<file path="config.mk">
export PLATFORM = sky130hd
export DESIGN_NAME = mem_arbiter_flat
export DESIGN_NICKNAME = d
export VERILOG_FILES = /design/src/rtl/mem_arbiter_pkg.sv /design/src/rtl/mem_arbiter_if.sv /design/src/rtl/mem_arbiter_wait_counter.sv /design/src/rtl/mem_arbiter.sv /design/src/flat_wrapper.sv
export SDC_FILE = /design/constraint.sdc
export NUM_CORES = 1
export LEC_CHECK = 0
export CORE_ASPECT_RATIO = 1.5
export CORE_MARGIN = 2
export CORE_UTILIZATION = 31
export DETAILED_ROUTE_END_ITERATION = 10
export PLACE_DENSITY = 0.87
export SLEW_MARGIN = 5
export SYNTH_ARGS = -nofsm -noshare
export SYNTH_HDL_FRONTEND = slang
export SYNTH_HIERARCHICAL = 1
export SYNTH_SLANG_ARGS = --single-unit
</file>
<file path="constraint.sdc">
create_clock -name clk -period 3 [get_ports clk]
set_clock_uncertainty 0.05 [all_clocks]
set_input_delay 0.6 -clock clk [delete_from_list [all_inputs] [get_ports clk]]
set_output_delay 0.6 -clock clk [all_outputs]
set_load 0.02 [all_outputs]
</file>
<file path="src/rtl/mem_arbiter_pkg.sv">
// Shared definitions for the CPU/DMA single-port RAM arbiter.
`ifndef MEM_ARBITER_PKG_SV
`define MEM_ARBITER_PKG_SV
package mem_arbiter_pkg;

  localparam int unsigned WAIT_W = 8;

  // Which port owns the read whose data returns next cycle.
  typedef enum logic [1:0] {
    OWN_NONE = 2'd0,
    OWN_CPU  = 2'd1,
    OWN_DMA  = 2'd2
  } owner_e;

endpackage
`endif

</file>
<file path="src/rtl/mem_arbiter_if.sv">
// Bundle of the CPU port, DMA port and RAM-side signals of the arbiter.
interface mem_arbiter_if #(
  parameter int unsigned ADDR_W = 16,
  parameter int unsigned DATA_W = 16
);
  logic              cpu_req;
  logic              cpu_we;
  logic [ADDR_W-1:0] cpu_addr;
  logic [DATA_W-1:0] cpu_wdata;
  logic              cpu_gnt;
  logic              cpu_stall;
  logic              cpu_rvalid;
  logic [DATA_W-1:0] cpu_rdata;

  logic              dma_req;
  logic              dma_we;
  logic [ADDR_W-1:0] dma_addr;
  logic [DATA_W-1:0] dma_wdata;
  logic              dma_gnt;
  logic              dma_rvalid;
  logic [DATA_W-1:0] dma_rdata;

  logic [ADDR_W-1:0] ram_addr;
  logic              ram_we;
  logic [DATA_W-1:0] ram_wdata;
  logic [DATA_W-1:0] ram_rdata;

  // Arbiter side.
  modport slave (
    input  cpu_req, cpu_we, cpu_addr, cpu_wdata,
    input  dma_req, dma_we, dma_addr, dma_wdata,
    input  ram_rdata,
    output cpu_gnt, cpu_stall, cpu_rvalid, cpu_rdata,
    output dma_gnt, dma_rvalid, dma_rdata,
    output ram_addr, ram_we, ram_wdata
  );

  // Requesters and RAM side.
  modport master (
    output cpu_req, cpu_we, cpu_addr, cpu_wdata,
    output dma_req, dma_we, dma_addr, dma_wdata,
    output ram_rdata,
    input  cpu_gnt, cpu_stall, cpu_rvalid, cpu_rdata,
    input  dma_gnt, dma_rvalid, dma_rdata,
    input  ram_addr, ram_we, ram_wdata
  );
endinterface

</file>
<file path="src/rtl/mem_arbiter_wait_counter.sv">
// Saturating count of consecutive denied DMA cycles; at_limit_o grants DMA forced priority.
module mem_arbiter_wait_counter
  import mem_arbiter_pkg::*;
#(
  parameter int unsigned MAX_WAIT = 4
) (
  input  logic clk,
  input  logic reset,
  input  logic clr_i,
  input  logic inc_i,
  output logic at_limit_o
);

  localparam logic [WAIT_W-1:0] Limit = WAIT_W'(MAX_WAIT);

  logic [WAIT_W-1:0] cnt_q, cnt_d;

  always_comb begin
    cnt_d = cnt_q;
    if (clr_i) begin
      cnt_d = '0;
    end else if (inc_i && (cnt_q != Limit)) begin
      cnt_d = cnt_q + WAIT_W'(1);
    end
  end

  always_ff @(posedge clk) begin
    if (reset) begin
      cnt_q <= '0;
    end else begin
      cnt_q <= cnt_d;
    end
  end

  assign at_limit_o = (cnt_q == Limit);

endmodule

</file>
<file path="src/rtl/mem_arbiter.sv">
// Single-port RAM arbiter: CPU has fixed priority, DMA is guaranteed a slot after MAX_WAIT denials.
module mem_arbiter
  import mem_arbiter_pkg::*;
#(
  parameter int unsigned ADDR_W   = 16,
  parameter int unsigned DATA_W   = 16,
  parameter int unsigned MAX_WAIT = 4
) (
  input logic          clk,
  input logic          reset,
  mem_arbiter_if.slave bus
);

  logic   dma_prio;
  logic   cpu_gnt;
  logic   dma_gnt;
  owner_e rd_owner_q, rd_owner_d;

  mem_arbiter_wait_counter #(
    .MAX_WAIT(MAX_WAIT)
  ) u_wait_counter (
    .clk       (clk),
    .reset     (reset),
    .clr_i     (dma_gnt | ~bus.dma_req),
    .inc_i     (bus.dma_req & ~dma_gnt),
    .at_limit_o(dma_prio)
  );

  always_comb begin
    cpu_gnt = 1'b0;
    dma_gnt = 1'b0;
    if (!reset) begin
      if (dma_prio && bus.dma_req) begin
        dma_gnt = 1'b1;
      end else if (bus.cpu_req) begin
        cpu_gnt = 1'b1;
      end else if (bus.dma_req) begin
        dma_gnt = 1'b1;
      end
    end
  end

  // With no grant the RAM still sees the CPU address/data, just never a write.
  always_comb begin
    bus.ram_addr  = bus.cpu_addr;
    bus.ram_wdata = bus.cpu_wdata;
    bus.ram_we    = cpu_gnt & bus.cpu_we;
    if (reset) begin
      bus.ram_addr  = '0;
      bus.ram_wdata = '0;
      bus.ram_we    = 1'b0;
    end else if (dma_gnt) begin
      bus.ram_addr  = bus.dma_addr;
      bus.ram_wdata = bus.dma_wdata;
      bus.ram_we    = bus.dma_we;
    end
  end

  always_comb begin
    rd_owner_d = OWN_NONE;
    if (cpu_gnt && !bus.cpu_we) begin
      rd_owner_d = OWN_CPU;
    end else if (dma_gnt && !bus.dma_we) begin
      rd_owner_d = OWN_DMA;
    end
  end

  always_ff @(posedge clk) begin
    if (reset) begin
      rd_owner_q <= OWN_NONE;
    end else begin
      rd_owner_q <= rd_owner_d;
    end
  end

  assign bus.cpu_gnt    = cpu_gnt;
  assign bus.dma_gnt    = dma_gnt;
  assign bus.cpu_stall  = bus.cpu_req & ~cpu_gnt;
  // Reads still in flight when reset rises are dropped.
  assign bus.cpu_rvalid = (rd_owner_q == OWN_CPU) & ~reset;
  assign bus.dma_rvalid = (rd_owner_q == OWN_DMA) & ~reset;
  assign bus.cpu_rdata  = bus.ram_rdata;
  assign bus.dma_rdata  = bus.ram_rdata;

endmodule

</file>
<file path="src/flat_wrapper.sv">
// flat-port wrapper written by rule: the top's interface ports become plain ports
module mem_arbiter_flat import mem_arbiter_pkg::*;
#(
  parameter int unsigned ADDR_W   = 16,
  parameter int unsigned DATA_W   = 16,
  parameter int unsigned MAX_WAIT = 4
)
  (clk, reset, bus_cpu_req, bus_cpu_we, bus_cpu_addr, bus_cpu_wdata, bus_dma_req, bus_dma_we, bus_dma_addr, bus_dma_wdata, bus_ram_rdata, bus_cpu_gnt, bus_cpu_stall, bus_cpu_rvalid, bus_cpu_rdata, bus_dma_gnt, bus_dma_rvalid, bus_dma_rdata, bus_ram_addr, bus_ram_we, bus_ram_wdata);
  mem_arbiter_if #(.ADDR_W(ADDR_W), .DATA_W(DATA_W)) bus_i ();
  input logic clk;
  input logic reset;
  input wire logic [$bits(bus_i.cpu_req)-1:0] bus_cpu_req;
  input wire logic [$bits(bus_i.cpu_we)-1:0] bus_cpu_we;
  input wire logic [$bits(bus_i.cpu_addr)-1:0] bus_cpu_addr;
  input wire logic [$bits(bus_i.cpu_wdata)-1:0] bus_cpu_wdata;
  input wire logic [$bits(bus_i.dma_req)-1:0] bus_dma_req;
  input wire logic [$bits(bus_i.dma_we)-1:0] bus_dma_we;
  input wire logic [$bits(bus_i.dma_addr)-1:0] bus_dma_addr;
  input wire logic [$bits(bus_i.dma_wdata)-1:0] bus_dma_wdata;
  input wire logic [$bits(bus_i.ram_rdata)-1:0] bus_ram_rdata;
  output wire logic [$bits(bus_i.cpu_gnt)-1:0] bus_cpu_gnt;
  output wire logic [$bits(bus_i.cpu_stall)-1:0] bus_cpu_stall;
  output wire logic [$bits(bus_i.cpu_rvalid)-1:0] bus_cpu_rvalid;
  output wire logic [$bits(bus_i.cpu_rdata)-1:0] bus_cpu_rdata;
  output wire logic [$bits(bus_i.dma_gnt)-1:0] bus_dma_gnt;
  output wire logic [$bits(bus_i.dma_rvalid)-1:0] bus_dma_rvalid;
  output wire logic [$bits(bus_i.dma_rdata)-1:0] bus_dma_rdata;
  output wire logic [$bits(bus_i.ram_addr)-1:0] bus_ram_addr;
  output wire logic [$bits(bus_i.ram_we)-1:0] bus_ram_we;
  output wire logic [$bits(bus_i.ram_wdata)-1:0] bus_ram_wdata;
  assign bus_i.cpu_req = bus_cpu_req;
  assign bus_i.cpu_we = bus_cpu_we;
  assign bus_i.cpu_addr = bus_cpu_addr;
  assign bus_i.cpu_wdata = bus_cpu_wdata;
  assign bus_i.dma_req = bus_dma_req;
  assign bus_i.dma_we = bus_dma_we;
  assign bus_i.dma_addr = bus_dma_addr;
  assign bus_i.dma_wdata = bus_dma_wdata;
  assign bus_i.ram_rdata = bus_ram_rdata;
  assign bus_cpu_gnt = bus_i.cpu_gnt;
  assign bus_cpu_stall = bus_i.cpu_stall;
  assign bus_cpu_rvalid = bus_i.cpu_rvalid;
  assign bus_cpu_rdata = bus_i.cpu_rdata;
  assign bus_dma_gnt = bus_i.dma_gnt;
  assign bus_dma_rvalid = bus_i.dma_rvalid;
  assign bus_dma_rdata = bus_i.dma_rdata;
  assign bus_ram_addr = bus_i.ram_addr;
  assign bus_ram_we = bus_i.ram_we;
  assign bus_ram_wdata = bus_i.ram_wdata;
  mem_arbiter #(.ADDR_W(ADDR_W), .DATA_W(DATA_W), .MAX_WAIT(MAX_WAIT)) u_core (.clk(clk), .reset(reset), .bus(bus_i));
endmodule
</file>
# After elaboration in Yosys (flattened, before gate mapping)

Cells that the tools add are included.
Widths: inputs -> output; s select.

Input port bits: 86
Word-level logic and storage cells: 41
Output and inout port bits: 70
Flip-flop bits (word level): 10

Add/subtract/negate cells: 1
Bitwise gates (word level): 10
Equality and inequality tests: 4
Muxes and demuxes: 15
Reduce and logical (&&, ||, !) cells: 8

Operator list:

| kind                | number |
|---|---|
| $mux 16             | 4 |
| $mux 1              | 10 |
| $add 8x1->8 const B | 1 |
| $eq 8x3->1 const B  | 1 |
| $ne 8x3->1 const B  | 1 |
| $and 1x1->1         | 5 |
| $logic_and 1x1->1   | 4 |
| $not 1->1           | 4 |
| $reduce_or 2->1     | 2 |
| $eq 2x1->1 const B  | 1 |
| $eq 2x2->1 const B  | 1 |
| $logic_not 1->1     | 2 |
| $mux 2              | 1 |
| $or 1x1->1          | 1 |

# Longest topological paths before layout

Depth after elaboration: 7
Depth in mapped cells: 10
Mapped depth without buffers: 10

# By module

Netlist, hierarchy kept.

Modules (own cells, without submodules):

| module                   | instances | seq. area each (um^2) | cells each | area an instance (um^2) |
|---|---|---|---|---|
| mem_arbiter              | 1         | 40.0                  | 165        | 1231.2 |
| mem_arbiter_wait_counter | 1         | 160.2                 | 49         | 436.7 |

# Worst setup path before layout

Ideal clock, no wire load.

Path kind: register to output
From: register u_core.u_wait_counter.cnt_q[0]
To: output bus_ram_addr[0]
Required time: 2350 ps
Cell stages (with the launch flop): 9
Data arrival time: 1741 ps
Buffers on the path: 1
Path slack: 609 ps
Cell sequence: dfxtp_1 -> inv_1 -> ha_1 -> and4bb_4 -> and2_1 -> and2b_4 -> buf_12 -> o21ai_2 -> a21oi_2

Word-level cells in the longest chain between the ends: 6

Ends and longest elaborated chain:

| element                   | RTL line                       | text |
|---|---|---|
| from (decl)               | mem_arbiter_wait_counter.sv:16 | `logic [WAIT_W-1:0] cnt_q, cnt_d;` |
| from (signal assigned)    | mem_arbiter_wait_counter.sv:31 | `cnt_q <= cnt_d;` |
| $eq 8x3->1                | mem_arbiter_wait_counter.sv:35 | `assign at_limit_o = (cnt_q == Limit);` |
| named net u_core.dma_prio | mem_arbiter.sv:14              | `logic dma_prio;` |
| $logic_and 1x1->1         | mem_arbiter.sv:33              | `if (dma_prio && bus.dma_req) begin` |
| $mux 1                    | mem_arbiter.sv:33              |  |
| $mux 1                    | mem_arbiter.sv:32              | `if (!reset) begin` |
| $mux 16                   | mem_arbiter.sv:52              | `end else if (dma_gnt) begin` |
| $mux 16                   | mem_arbiter.sv:48              | `if (reset) begin` |
| to (decl)                 | flat_wrapper.sv:28             | `output wire logic [$bits(bus_i.ram_addr)-1:0] bus_ram_addr;` |

The timed path passes the listed nets, and every way through them passes these cells.

# Worst setup path in the final report

From: register u_core.u_wait_counter.cnt_q[0]
To: output bus_ram_wdata[9]

Word-level cells in the longest chain between the ends: 6

Ends and longest elaborated chain:

| element                   | RTL line                       | text |
|---|---|---|
| $eq 8x3->1                | mem_arbiter_wait_counter.sv:35 |  |
| named net u_core.dma_prio | mem_arbiter.sv:14              |  |
| $logic_and 1x1->1         | mem_arbiter.sv:33              |  |
| $mux 1                    | mem_arbiter.sv:33              |  |
| $mux 1                    | mem_arbiter.sv:32              |  |
| $mux 16                   | mem_arbiter.sv:52              |  |
| $mux 16                   | mem_arbiter.sv:48              |  |
| to (decl)                 | flat_wrapper.sv:30             | `output wire logic [$bits(bus_i.ram_wdata)-1:0] bus_ram_wdata;` |

The timed path passes the listed nets, and every way through them passes these cells.

==> flow_summary_export.csv <==
group,metric,value,unit
status,status,"completed",
routing,wirelength,5.41,mm
yosys,synth.top_cell.area_share,16.7,%
sta,worstMarginPinSlew,0.357,ns
global_route,first_global_vias,1822,
cts,cts_sinks,10,
cts,clk_latency,0.24,ns
worst_setup_path,reg2reg_slack,0.46,ns
cts,cts-buffers-inserted,3,
worst_setup_path,reg2reg_to,"u_core/u_wait_counter/cnt_q[6]",
global_route,grt_max_degree,30,
global_route,antenna_found_initial,0,
worst_hold_path,min_path_type,"reg2reg",
placed_design,io_buffers,107,
power,ir_worst_vdd,0.000204,V
routing,num_vias,1815,
sta,rsz0062_at_grt,"false",
worst_setup_path,cp.buffers_inverters,3,
sta,hold_ws,0.442,ns
cells_and_area,regArea,200,µm²
floorplanning,die_h,93.8,µm
worst_setup_path,critPathCaptureType,"primary output",
yosys,ys_types,34,
cells_and_area,num_antenna_cells,0,
cts,path_clk_slew,0.05,ns
global_route,grt_use_total,17.7,%
worst_setup_path,worstPathArrival,2.25,ns
cts,cts_hold_buf,0,
routing,dr.pass1.iters,4,
yosys,yosysTopAreaCell,"buf_4",
global_route,grt.met3_usage,4.56,%
sta,fin_tns_setup,0,ns
worst_hold_path,min_path_cells,2,
placed_design,place_congestion,0.792,
yosys,syn_area,0.00167,mm²
sta,max_slew_margin,76.1,%
flow_run,cap_violations,0,
power,intPower,0.000425,W
floorplanning,dieArea,0.00600,mm²
power,p_switching,0.000214,W
cells_and_area,multi_input_area,0.00106,mm²
worst_setup_path,crit_path_cell_trace,"inv_1 > ha_1 > and4bb_4 > and2_1 > and2b_4 > buf_12 > o21ai_2 > a21oi_2 > dlygate4sd2_1",
floorplanning,ios,156,
global_route,grt_first_pass_wirelength,8.60,mm
worst_setup_path,startpoint_type,"flop",
sta,final_hold_viol_count,0,
power,p_leak,1.02,nW
routing,wl_per_cell,14.8,µm
floorplanning,num_rows,32,
global_route,busiest_layer,"met2",
power,power.share.combinational,52.1,%
sta,period_needed,2.90,ns
global_route,met2_usage,32.2,%
sta,fmax,0.345,GHz
sta,setup_violations,0,
worst_setup_path,crit_family,"simple AND/OR/NAND/NOR gates",
power,switching_share,33.5,%
worst_setup_path,cpPeakStageDelay,0.34,ns
yosys,yosys_warnings,6,
routing,ant_nets,0,
yosys,synth_nets,302,
yosys,ys_seq_elements,10,
routing,avgViaCountPerCell,4.96,
power,cellPowerDensity,239,mW/mm²
cts,tritoncts,"done",
placed_design,dp_hpwl,4.28,mm
floorplanning,die_w,63.9,µm
floorplanning,start_util,32.3,%
yosys,ys_top_cells_by_area,"buf_4 (17%), a21oi_2 (16%), o21ai_2 (16%), dfxtp_1 (12%), nand3_1 (11%)",
sta,finalCritPeriodShare,96.6,%
sta,slew_violations,0,
cells_and_area,fillers,492,
routing,drc_errors,0,
yosys,yosysSeqAreaShare,12.0,%
global_route,grt.overflow.total,0,
worst_setup_path,worstReg2RegStart,"u_core/u_wait_counter/cnt_q[0]",
routing,first_iter_violations,76,
worst_setup_path,reg2regPathDepth,11,
power,clockPowerShare,26.7,%
floorplanning,core_area,0.00516,mm²
worst_setup_path,critPathRequiredTime,2.35,ns
worst_hold_path,worstHoldStart,"u_core/u_wait_counter/cnt_q[7]",
yosys,synthCells,214,
cells_and_area,drive_gt1_share,33.6,%
cts,clock_path_buffers,2,
cts,ctsHtreeMaxLevel,1,
yosys,avgSynthCellArea,7.79,µm²
worst_setup_path,cpMaxStageDelayCell,"dlygate4sd2_1",
worst_setup_path,critical_path_class,"reg2out",
worst_hold_path,hold_path_end,"u_core/u_wait_counter/cnt_q[7]",
worst_setup_path,crit_start,"u_core/u_wait_counter/cnt_q[0]",
cells_and_area,syn_to_final_growth,60.0,%
power,seqPwrFrac,21.2,%
cells_and_area,fin_nets,387,
global_route,met1_usage,18.2,%
cts,cts_root_buf,"clkbuf_8",
worst_setup_path,cp_max_fo,17,
-- cells in the mapped netlist --
cell,count
buf_2,10
and4_1,1
nand4_1,1
and4bb_4,1
nor2_1,4
nand2b_1,1
or2_2,1
nor3_2,1
dfxtp_1,10
a211o_2,1
nand2_1,9
nand4_2,1
mux2i_1,4
or3_1,3
buf_4,37
ha_1,2
buf_12,3
nand3_1,35
a32o_1,1
and2_1,2
o21ai_1,3
and3_1,1
a21boi_2,1
inv_2,1
xor2_1,1
and2b_4,1
nor3_1,2
a21oi_2,30
o21ai_2,30
inv_1,4
nor2b_1,2
o21ai_0,1
nor3b_1,2
a21oi_1,7
-- kinds of logic (layout without fill, tap and decap cells) --
group | after synthesis | count (layout) | share of synthesized area (%)
AOI/OAI and AO/OA | 74 | 74 | 36.7
xor gates and xnor gates | 1 | 1 | 0.525
adders and majority gates | 2 | 2 | 1.50
buffers and inverters | 55 | 139 | 24.4
DFF | 10 | 10 | 12.0
muxes | 4 | 4 | 2.40
and+or+nand+nor | 68 | 68 | 22.5
-- worst register-to-register path: stages, from the launching register on --
cell,delay (ns)
dfxtp_1,0.30
inv_1,0.08
ha_1,0.17
and4bb_4,0.27
and2_1,0.17
and2b_4,0.23
buf_4,0.16
o21ai_1,0.29
inv_1,0.19
and4_1,0.26
nand3_1,0.10
mux2i_1,0.20
-- repair_timing --
item,in CTS,in global routing
gates resized for setup,35,24
setup buffers,0,1
endpoints found under the setup margin,34,23
-- flip-flops by register name, indices dropped and copies added, names as in the netlist --
name,flops
u_core/u_wait_counter/cnt_q,8
u_core/rd_owner_q,2
-- how the worst max path moves through the flow --
stage,end,slack [ns],cells after the start
3_5_place_dp,bus_ram_addr[12],-0.03,6
6_report,bus_ram_wdata[9],0.10,9
2_1_floorplan,bus_ram_addr[0],0.61,8
3_3_place_gp,bus_ram_wdata[0],0.01,6
4_1_cts,bus_ram_we,0.04,9
5_1_grt,bus_ram_wdata[3],0.002,9
-- cell usage in the layout, fill, tap and decap left out, types with 4 or more instances in the layout --
cell / Yosys / layout
clkdlybuf4s50_1: 0 / 71
nand3_1: 35 / 35
o21ai_2: 30 / 30
a21oi_2: 30 / 30
buf_4: 37 / 20
clkdlybuf4s15_1: 0 / 17
dlygate4sd2_1: 0 / 14
dfxtp_1: 10 / 10
nand2_1: 9 / 9
a21oi_1: 7 / 7
clkbuf_8: 0 / 4
nor2_1: 4 / 4
inv_1: 4 / 4
mux2i_1: 4 / 4
-- cell type report --
| cell class | count | share of cell area (%) |
|---|---|---|
| Inverter | 5 | 0.703 |
| Clock buffer | 4 | 2.06 |
| Timing Repair Buffer | 130 | 46.7 |
| Sequential cell | 10 | 7.50 |
| Tap cell | 68 | 3.19 |
| Multi-Input combinational cell | 149 | 39.8 |
-- layer usage --
| metal | vias to the layer above | share of wire, % |
|---|---|---|
| met5 | - | 0 |
| met4 | 0 | 3.7 |
| met3 | 24 | 9.7 |
| met2 | 90 | 51 |
| met1 | 805 | 36 |
| li1 | 896 | - |
-- power by group through the flow --
stage	clock network, W	registers, W	logic, W
final	0.000171	0.000135	0.000333
after floorplan	0	0.000138	0.000230
after detailed placement	0	0.000138	0.000352
after global routing	0.000184	0.000135	0.000357
after global placement	0	0.000138	0.000347
after CTS	0.000178	0.000135	0.000332
-- metrics by stage --
stage          total power, W  utilization [%]  cell area [µm²]  setup WS, ns  instances
2_1_floorplan        0.000369                -             1670         0.609        214
3_3_place_gp         0.000485             51.0             2630        0.0102        361
3_5_place_dp         0.000490             51.0             2630       -0.0324        361
4_1_cts              0.000645             51.3             2650        0.0435        365
5_1_grt              0.000676             51.7             2670       0.00158        366
6_report             0.000639             51.7             2670         0.102        366
Note: power is estimated with default switching activity, not from simulation.
